**src/rtl/imm_gen_pkg.sv**
```systemverilog
// Shared constants for the immediate-generation stage: format codes and
// RV base opcodes (inst[6:2]).
package imm_gen_pkg;

   localparam logic [2:0] FMT_R    = 3'd0;
   localparam logic [2:0] FMT_I    = 3'd1;
   localparam logic [2:0] FMT_S    = 3'd2;
   localparam logic [2:0] FMT_B    = 3'd3;
   localparam logic [2:0] FMT_U    = 3'd4;
   localparam logic [2:0] FMT_J    = 3'd5;
   localparam logic [2:0] FMT_Z    = 3'd6;
   localparam logic [2:0] FMT_NONE = 3'd7;

   localparam logic [4:0] OPC_LOAD      = 5'b00000;
   localparam logic [4:0] OPC_OP_IMM    = 5'b00100;
   localparam logic [4:0] OPC_AUIPC     = 5'b00101;
   localparam logic [4:0] OPC_OP_IMM_32 = 5'b00110;
   localparam logic [4:0] OPC_STORE     = 5'b01000;
   localparam logic [4:0] OPC_OP        = 5'b01100;
   localparam logic [4:0] OPC_LUI       = 5'b01101;
   localparam logic [4:0] OPC_OP_32     = 5'b01110;
   localparam logic [4:0] OPC_BRANCH    = 5'b11000;
   localparam logic [4:0] OPC_JALR      = 5'b11001;
   localparam logic [4:0] OPC_JAL       = 5'b11011;
   localparam logic [4:0] OPC_SYSTEM    = 5'b11100;

endpackage

```
**src/rtl/imm_gen_stage_if.sv**
```systemverilog
// Handshake bundle of the immediate-generation stage: input channel, flush
// and output channel. The stage uses the slave modport.
interface imm_gen_stage_if #(
   parameter int XLEN  = 32,
   parameter int TAG_W = 32
);
   logic             in_valid_i;
   logic             in_ready_o;
   logic [31:0]      inst_i;
   logic [TAG_W-1:0] tag_i;
   logic             flush_i;
   logic             out_valid_o;
   logic             out_ready_i;
   logic [XLEN-1:0]  imm_o;
   logic [2:0]       fmt_o;
   logic             illegal_o;
   logic [31:0]      inst_o;
   logic [TAG_W-1:0] tag_o;

   modport slave (
      input  in_valid_i, inst_i, tag_i, flush_i, out_ready_i,
      output in_ready_o, out_valid_o, imm_o, fmt_o, illegal_o, inst_o, tag_o
   );

   modport master (
      output in_valid_i, inst_i, tag_i, flush_i, out_ready_i,
      input  in_ready_o, out_valid_o, imm_o, fmt_o, illegal_o, inst_o, tag_o
   );
endinterface

```
**src/rtl/imm_gen_stage_decode.sv**
```systemverilog
// Combinational RV immediate decoder: inst -> {imm, fmt, illegal}.
// IMM_GEN_ZICSR_EN enables the CSR*I zero-extended uimm format.
module imm_decode
   import imm_gen_pkg::*;
#(
   parameter int XLEN = 32
) (
   input  logic [31:0]     inst_i,
   output logic [XLEN-1:0] imm_o,
   output logic [2:0]      fmt_o,
   output logic            illegal_o
);

   logic [XLEN-1:0] sign_fill;
   assign sign_fill = {XLEN{inst_i[31]}};

   // NOTE: every output gets a default first so no path through the case infers a latch.
   always_comb begin
      imm_o     = '0;
      fmt_o     = FMT_NONE;
      illegal_o = 1'b1;
      if (inst_i[1:0] == 2'b11) begin
         illegal_o = 1'b0;
         unique case (inst_i[6:2])
            OPC_LUI, OPC_AUIPC: begin
               fmt_o       = FMT_U;
               imm_o       = sign_fill;
               imm_o[31:0] = {inst_i[31:12], 12'b0};
            end
            OPC_LOAD, OPC_OP_IMM, OPC_JALR: begin
               fmt_o       = FMT_I;
               imm_o       = sign_fill;
               imm_o[11:0] = inst_i[31:20];
            end
            OPC_SYSTEM: begin
`ifdef IMM_GEN_ZICSR_EN
               if (inst_i[14]) begin
                  fmt_o      = FMT_Z;
                  imm_o[4:0] = inst_i[19:15];
               end else begin
                  fmt_o       = FMT_I;
                  imm_o       = sign_fill;
                  imm_o[11:0] = inst_i[31:20];
               end
`else
               fmt_o       = FMT_I;
               imm_o       = sign_fill;
               imm_o[11:0] = inst_i[31:20];
`endif
            end
            OPC_OP_IMM_32: begin
               if (XLEN == 64) begin
                  fmt_o       = FMT_I;
                  imm_o       = sign_fill;
                  imm_o[11:0] = inst_i[31:20];
               end else begin
                  illegal_o = 1'b1;
               end
            end
            OPC_STORE: begin
               fmt_o       = FMT_S;
               imm_o       = sign_fill;
               imm_o[11:0] = {inst_i[31:25], inst_i[11:7]};
            end
            OPC_BRANCH: begin
               fmt_o       = FMT_B;
               imm_o       = sign_fill;
               imm_o[12:0] = {inst_i[31], inst_i[7], inst_i[30:25], inst_i[11:8], 1'b0};
            end
            OPC_JAL: begin
               fmt_o       = FMT_J;
               imm_o       = sign_fill;
               imm_o[20:0] = {inst_i[31], inst_i[19:12], inst_i[20], inst_i[30:21], 1'b0};
            end
            OPC_OP:    fmt_o = FMT_R;
            OPC_OP_32: begin
               if (XLEN == 64) fmt_o = FMT_R;
               else            illegal_o = 1'b1;
            end
            default:   illegal_o = 1'b1;
         endcase
      end
   end

endmodule

```
**src/rtl/imm_gen_stage.sv**
```systemverilog
// Registered immediate-generation stage with a 2-entry (output + skid) buffer
// and flush. Optional CSR*I decode via IMM_GEN_ZICSR_EN (see imm_decode).
module imm_gen_stage
   import imm_gen_pkg::*;
#(
   parameter int XLEN  = 32,
   parameter int TAG_W = 32
) (
   input  logic          clk,
   input  logic          rst,
   imm_gen_stage_if.slave bus
);

   logic [XLEN-1:0] dec_imm;
   logic [2:0]      dec_fmt;
   logic            dec_ill;

   imm_decode #(.XLEN(XLEN)) u_decode (
      .inst_i    (bus.inst_i),
      .imm_o     (dec_imm),
      .fmt_o     (dec_fmt),
      .illegal_o (dec_ill)
   );

   logic             out_valid_q, out_valid_d;
   logic [XLEN-1:0]  out_imm_q,   out_imm_d;
   logic [2:0]       out_fmt_q,   out_fmt_d;
   logic             out_ill_q,   out_ill_d;
   logic [31:0]      out_inst_q,  out_inst_d;
   logic [TAG_W-1:0] out_tag_q,   out_tag_d;

   logic             skid_valid_q, skid_valid_d;
   logic [XLEN-1:0]  skid_imm_q,   skid_imm_d;
   logic [2:0]       skid_fmt_q,   skid_fmt_d;
   logic             skid_ill_q,   skid_ill_d;
   logic [31:0]      skid_inst_q,  skid_inst_d;
   logic [TAG_W-1:0] skid_tag_q,   skid_tag_d;

   logic accept;
   logic load_out;

   assign bus.in_ready_o = ~skid_valid_q;
   assign accept         = bus.in_valid_i & ~skid_valid_q;
   assign load_out       = ~out_valid_q | bus.out_ready_i;

   always_comb begin
      out_valid_d  = out_valid_q;
      out_imm_d    = out_imm_q;
      out_fmt_d    = out_fmt_q;
      out_ill_d    = out_ill_q;
      out_inst_d   = out_inst_q;
      out_tag_d    = out_tag_q;
      skid_valid_d = skid_valid_q;
      skid_imm_d   = skid_imm_q;
      skid_fmt_d   = skid_fmt_q;
      skid_ill_d   = skid_ill_q;
      skid_inst_d  = skid_inst_q;
      skid_tag_d   = skid_tag_q;
      if (bus.flush_i) begin
         out_valid_d  = 1'b0;
         skid_valid_d = 1'b0;
      end else if (load_out) begin
         // A full skid implies in_ready_o=0, so it never competes with accept.
         if (skid_valid_q) begin
            out_valid_d  = 1'b1;
            out_imm_d    = skid_imm_q;
            out_fmt_d    = skid_fmt_q;
            out_ill_d    = skid_ill_q;
            out_inst_d   = skid_inst_q;
            out_tag_d    = skid_tag_q;
            skid_valid_d = 1'b0;
         end else begin
            out_valid_d = accept;
            if (accept) begin
               out_imm_d  = dec_imm;
               out_fmt_d  = dec_fmt;
               out_ill_d  = dec_ill;
               out_inst_d = bus.inst_i;
               out_tag_d  = bus.tag_i;
            end
         end
      end else if (accept) begin
         skid_valid_d = 1'b1;
         skid_imm_d   = dec_imm;
         skid_fmt_d   = dec_fmt;
         skid_ill_d   = dec_ill;
         skid_inst_d  = bus.inst_i;
         skid_tag_d   = bus.tag_i;
      end
   end

   // NOTE: sequential state uses non-blocking assignments so all registers update together.
   always_ff @(posedge clk) begin
      if (rst) begin
         out_valid_q  <= 1'b0;
         out_imm_q    <= '0;
         out_fmt_q    <= FMT_NONE;
         out_ill_q    <= 1'b0;
         out_inst_q   <= '0;
         out_tag_q    <= '0;
         skid_valid_q <= 1'b0;
      end else begin
         out_valid_q  <= out_valid_d;
         out_imm_q    <= out_imm_d;
         out_fmt_q    <= out_fmt_d;
         out_ill_q    <= out_ill_d;
         out_inst_q   <= out_inst_d;
         out_tag_q    <= out_tag_d;
         skid_valid_q <= skid_valid_d;
      end
   end

   // NOTE: the skid payload is not reset; it is only observed while skid_valid_q is set.
   always_ff @(posedge clk) begin
      skid_imm_q  <= skid_imm_d;
      skid_fmt_q  <= skid_fmt_d;
      skid_ill_q  <= skid_ill_d;
      skid_inst_q <= skid_inst_d;
      skid_tag_q  <= skid_tag_d;
   end

   assign bus.out_valid_o = out_valid_q;
   assign bus.imm_o       = out_imm_q;
   assign bus.fmt_o       = out_fmt_q;
   assign bus.illegal_o   = out_ill_q;
   assign bus.inst_o      = out_inst_q;
   assign bus.tag_o       = out_tag_q;

endmodule

```
**src/flat_wrapper.sv**
```systemverilog
// flat-port wrapper written by rule: the top's interface ports become plain ports
module imm_gen_stage_flat import imm_gen_pkg::*;
#(
   parameter int XLEN  = 32,
   parameter int TAG_W = 32
)
  (clk, rst, bus_in_valid_i, bus_inst_i, bus_tag_i, bus_flush_i, bus_out_ready_i, bus_in_ready_o, bus_out_valid_o, bus_imm_o, bus_fmt_o, bus_illegal_o, bus_inst_o, bus_tag_o);
  imm_gen_stage_if #(.XLEN(XLEN), .TAG_W(TAG_W)) bus_i ();
  input  logic clk;
  input  logic rst;
  input wire logic [$bits(bus_i.in_valid_i)-1:0] bus_in_valid_i;
  input wire logic [$bits(bus_i.inst_i)-1:0] bus_inst_i;
  input wire logic [$bits(bus_i.tag_i)-1:0] bus_tag_i;
  input wire logic [$bits(bus_i.flush_i)-1:0] bus_flush_i;
  input wire logic [$bits(bus_i.out_ready_i)-1:0] bus_out_ready_i;
  output wire logic [$bits(bus_i.in_ready_o)-1:0] bus_in_ready_o;
  output wire logic [$bits(bus_i.out_valid_o)-1:0] bus_out_valid_o;
  output wire logic [$bits(bus_i.imm_o)-1:0] bus_imm_o;
  output wire logic [$bits(bus_i.fmt_o)-1:0] bus_fmt_o;
  output wire logic [$bits(bus_i.illegal_o)-1:0] bus_illegal_o;
  output wire logic [$bits(bus_i.inst_o)-1:0] bus_inst_o;
  output wire logic [$bits(bus_i.tag_o)-1:0] bus_tag_o;
  assign bus_i.in_valid_i = bus_in_valid_i;
  assign bus_i.inst_i = bus_inst_i;
  assign bus_i.tag_i = bus_tag_i;
  assign bus_i.flush_i = bus_flush_i;
  assign bus_i.out_ready_i = bus_out_ready_i;
  assign bus_in_ready_o = bus_i.in_ready_o;
  assign bus_out_valid_o = bus_i.out_valid_o;
  assign bus_imm_o = bus_i.imm_o;
  assign bus_fmt_o = bus_i.fmt_o;
  assign bus_illegal_o = bus_i.illegal_o;
  assign bus_inst_o = bus_i.inst_o;
  assign bus_tag_o = bus_i.tag_o;
  imm_gen_stage #(.XLEN(XLEN), .TAG_W(TAG_W)) u_core (.clk(clk), .rst(rst), .bus(bus_i));
endmodule
```
**config.mk**
```make
export PLATFORM = sky130hd
export DESIGN_NAME = imm_gen_stage_flat
export DESIGN_NICKNAME = d
export VERILOG_FILES = /design/src/rtl/imm_gen_pkg.sv /design/src/rtl/imm_gen_stage_if.sv /design/src/rtl/imm_gen_stage_decode.sv /design/src/rtl/imm_gen_stage.sv /design/src/flat_wrapper.sv
export SDC_FILE = /design/constraint.sdc
export NUM_CORES = 1
export LEC_CHECK = 0
export CELL_PAD_IN_SITES_DETAIL_PLACEMENT = 1
export CELL_PAD_IN_SITES_GLOBAL_PLACEMENT = 1
export CORE_MARGIN = 2
export CORE_UTILIZATION = 43
export DETAILED_ROUTE_END_ITERATION = 7
export PLACE_DENSITY_LB_ADDON = 0.1
export SLEW_MARGIN = 15
export SYNTH_ARGS = -nofsm -noshare
export SYNTH_HDL_FRONTEND = slang
export SYNTH_SLANG_ARGS = --single-unit
```
**constraint.sdc**
```tcl
create_clock -name clk -period 37 [get_ports clk]
set_input_delay 3.7 -clock clk [delete_from_list [all_inputs] [get_ports clk]]
set_output_delay 3.7 -clock clk [all_outputs]
set_load 0.02 [all_outputs]
```
==> summary.txt <==
Setup path
  – WP buf/inv: 1
  – Arrival time worst endpoint: 6.94 ns
  – Class of the most critical setup path: input port to flop
  – Worst EP required: 37.33 ns
  – Critical Path Start Type: input port
  – Critical-path maximum fanout: 28
  – Family with the most delay on the worst path: simple AND/OR/NAND/NOR gates
  – CP max-delay cell: clkdlybuf4s50_1
  – Crit path cell chain: clkdlybuf4s50_1 > and3b_1 > o32ai_4 > nand2_2 > nor2_1
  – CP endpoint kind: flop
  – Worst path max stage delay: 1.11 ns

STA
  – Worst Max-Slew Pin Slew: 1.132 ns
  – Final hold viol count: 0
  – Tcrit/Tclk final: 17.85%
  – Worst hold margin: 0.4793 ns
  – Setup TNS: 0 ns
  – RSZ-0062 raised after global routing: no
  – # setup viols final: 0
  – Slew margin rel.: 24.52%
  – Clock Skew: 0.01244 ns
  – FMAX: 151.4 MHz
  – Final Max Tran Viols: 0
  – Fin crit period: 6.606 ns

Cells and area
  – Fill count: 2033
  – Post-Layout Cell Count: 1184
  – Share of cells above drive strength 1: 6.202%
  – N_diodes: 0
  – Storage cell area: 5049 um2
  – Layout Nets: 972
  – Multi-input logic area: 3093 um2
  – Final Core Density: 56.82%
  – Syn-to-layout area delta: 30.00%

Global routing
  – GRT Residual Overflow: 0
  – Global Route Usage Sum: 22.38%
  – Vias in the first global route: 6824
  – Largest net degree at the start of global routing: 115
  – First-pass GRT wire length: 37020 um
  – Initial antenna violation count: 0

CTS
  – Clock slew at reported path FFs: 0.06 ns
  – Clock Tree Root: clkbuf_16
  – Longest Clk Path Bufs: 3
  – Resized cells post-CTS: 0
  – Clock Sinks: 202
  – H-tree levels: 1
  – TritonCTS clock tree: built
  – Clock latency on the worst-skew pair: 0.50 ns
  – # hold bufs at CTS: 0
  – Post-CTS Setup Inserts: 0
  – Num CTS Buffers: 23

Drt
  – Remaining DRCs: 0
  – DRT iter0 DRCs: 279
  – Via count: 6614
  – Final antenna-violating net count: 0
  – WL final: 24140 um
  – DRT Pass-1 Iters: 4
  – Avg WL per Cell: 20.39 um
  – Vias per cell: 5.586

Power and ir drop
  – Worst vdd rail ir drop: 0.02422 mV
  – Pwr dens: 48.91 nW/um2
  – Final Total Pwr: 0.0005409 W
  – Leakage power: 3.668 nW

Synth
  – Yosys Warn Count: 0
  – Cell area after synthesis: 8507 um2
  – Top cell type's share of synthesized area: 35.30%
  – Count leader, synth: nor2_1
  – Commonest register cell after synthesis: dfxtp_1
  – Synth Net Count: 836
  – Post-synth top cells: 142 x nor2_1, 102 x dfxtp_1, 100 x edfxtp_1
  – Seq/Total Area, Yosys: 59.30%
  – Yosys reg bits: 202
  – Synth area leaders: edfxtp_1 35%, dfxtp_1 24%, a211oi_1 7.9%, mux2i_1 7.6%, nor2_1 6.3%
  – Mapped Avg Cell Area: 11.09 um2
  – Synth async-reset ratio: 0%
  – Post-synthesis cell type count: 57
  – Number of flops mapped to enable cells by yosys: 100
  – Largest area contributor in the netlist: edfxtp_1
  – Post-Syn Instances: 767

Run
  – Max_cap viols: 0

Placed design
  – # placed instances: 1143
  – Placer Congestion: 0.8743
  – Detailed placement HPWL: 15800 um
  – I/O Buffers: 170

Die
  – Die X-Extent: 144.7 um
  – Row cnt: 51
  – Die ar.: 20930 um2
  – Initial core utilization: 43.71%
  – DIE HEIGHT: 144.7 um
  – I/O pins: 171
  – CORE AREA: 19460 um2

Min path
  – HP Class: flop to flop

Status
  – Status: complete, no violations
==> layer usage <==
| layer | wire [um] | vias to the layer above | track usage, % |
|---|---|---|---|
| met4 | 535 | 0 | 6.336 |
| met1 | 10310 | 3284 | 28.28 |
| met3 | 1283 | 37 | 3.653 |
| li1 | - | 3106 | - |
| met5 | 0 | - | 0 |
| met2 | 12010 | 187 | 39.71 |
==> path summary, 6_finish.rpt <==
path,slack [ns],from,depth (start not counted),to
max,30.39,bus_inst_i[2],5,u_core.skid_imm_q[2]
max reg2reg,33.88,u_core.skid_valid_q,6,u_core.bus.inst_o[9]
min reg2reg,0.48,u_core.bus.fmt_o[1],2,u_core.bus.fmt_o[1]
min,0.48,u_core.bus.fmt_o[1],2,u_core.bus.fmt_o[1]
==> cell type report <==
type | instances | area share [%]
multi-input cells | 482 | 27.97
well taps | 265 | 2.998
clock inverters | 8 | 1.041
clock buffers | 33 | 5.826
repair buffers | 180 | 16.04
flip-flops and latches | 202 | 45.65
inverters | 14 | 0.4752
==> worst register-to-register path, delay by kind of cell (launching register included) <==
kind	cells	cell delay (ns)
flops	1	0.75
buf+inv	2	1.35
simple gates	3	0.60
compound gates	1	0.31
==> power breakdown <==
group	internal [W]	switching, W	total, W
Sequential	0.000242	0.00000431	0.000246
Clock	0.000142	0.0000866	0.000228
Combinational	0.0000286	0.0000376	0.0000662
Total	0.000412	0.000128	0.000541
==> stage by stage <==
stage                     area, um2  worst slack [ns]
final                         11060             30.39
after global routing          11060             30.22
after CTS                     11060             30.44
after detailed placement      10300             29.95
after global placement        10300             30.17
after floorplan                8507             22.04
==> flip-flops by register name, summed over array words and instances (netlist names) <==
register                flops
u_core.bus.tag_o           32
u_core.bus.fmt_o            3
u_core.skid_fmt_q           3
u_core.bus.illegal_o        1
u_core.bus.imm_o           32
u_core.skid_imm_q          32
u_core.skid_valid_q         1
u_core.skid_ill_q           1
u_core.skid_tag_q          32
u_core.bus.out_valid_o      1
u_core.bus.inst_o          32
u_core.skid_inst_q         32
==> logic make-up after synthesis <==
| family | count (synthesis) | synth area share, % |
|---|---|---|
| xor+xnor | 1 | 0.1030 |
| mux | 66 | 7.780 |
| compound gates | 191 | 16.03 |
| flops | 202 | 59.30 |
| buf+inv | 83 | 4.486 |
| simple gates | 224 | 12.30 |
==> placed cells by master, fill, tap and decap left out, types with 2 or more instances in the layout <==
| cell | netlist | final |
|---|---|---|
| a21o_1 | 2 | 2 |
| a22oi_1 | 4 | 4 |
| mux2i_1 | 65 | 65 |
| nor3_1 | 2 | 2 |
| clkbuf_1 | 32 | 8 |
| nor4_1 | 2 | 2 |
| a211o_1 | 2 | 2 |
| and3b_1 | 2 | 2 |
| clkinv_2 | 0 | 5 |
| o32ai_1 | 5 | 5 |
| and3_1 | 7 | 7 |
| nor4b_2 | 1 | 2 |
| dfxtp_1 | 102 | 101 |
| nand3b_1 | 2 | 2 |
| nand2_1 | 13 | 13 |
| nor4bb_1 | 2 | 2 |
| a21oi_1 | 42 | 42 |
| clkdlybuf4s50_1 | 0 | 169 |
| nand2b_1 | 3 | 3 |
| a211oi_1 | 89 | 89 |
| nor2b_1 | 4 | 4 |
| o22ai_1 | 5 | 5 |
| o211ai_1 | 22 | 22 |
| clkbuf_16 | 0 | 24 |
| edfxtp_1 | 100 | 100 |
| bufinv_16 | 0 | 3 |
| buf_4 | 2 | 11 |
| and2_1 | 15 | 15 |
| inv_1 | 14 | 14 |
| o21bai_1 | 2 | 2 |
| nor3b_1 | 2 | 2 |
| nand3_1 | 9 | 9 |
| o21ai_0 | 7 | 7 |
| nor2_1 | 142 | 142 |
| nand4_1 | 7 | 7 |
No activity file was read; power rests on OpenSTA's default activity.
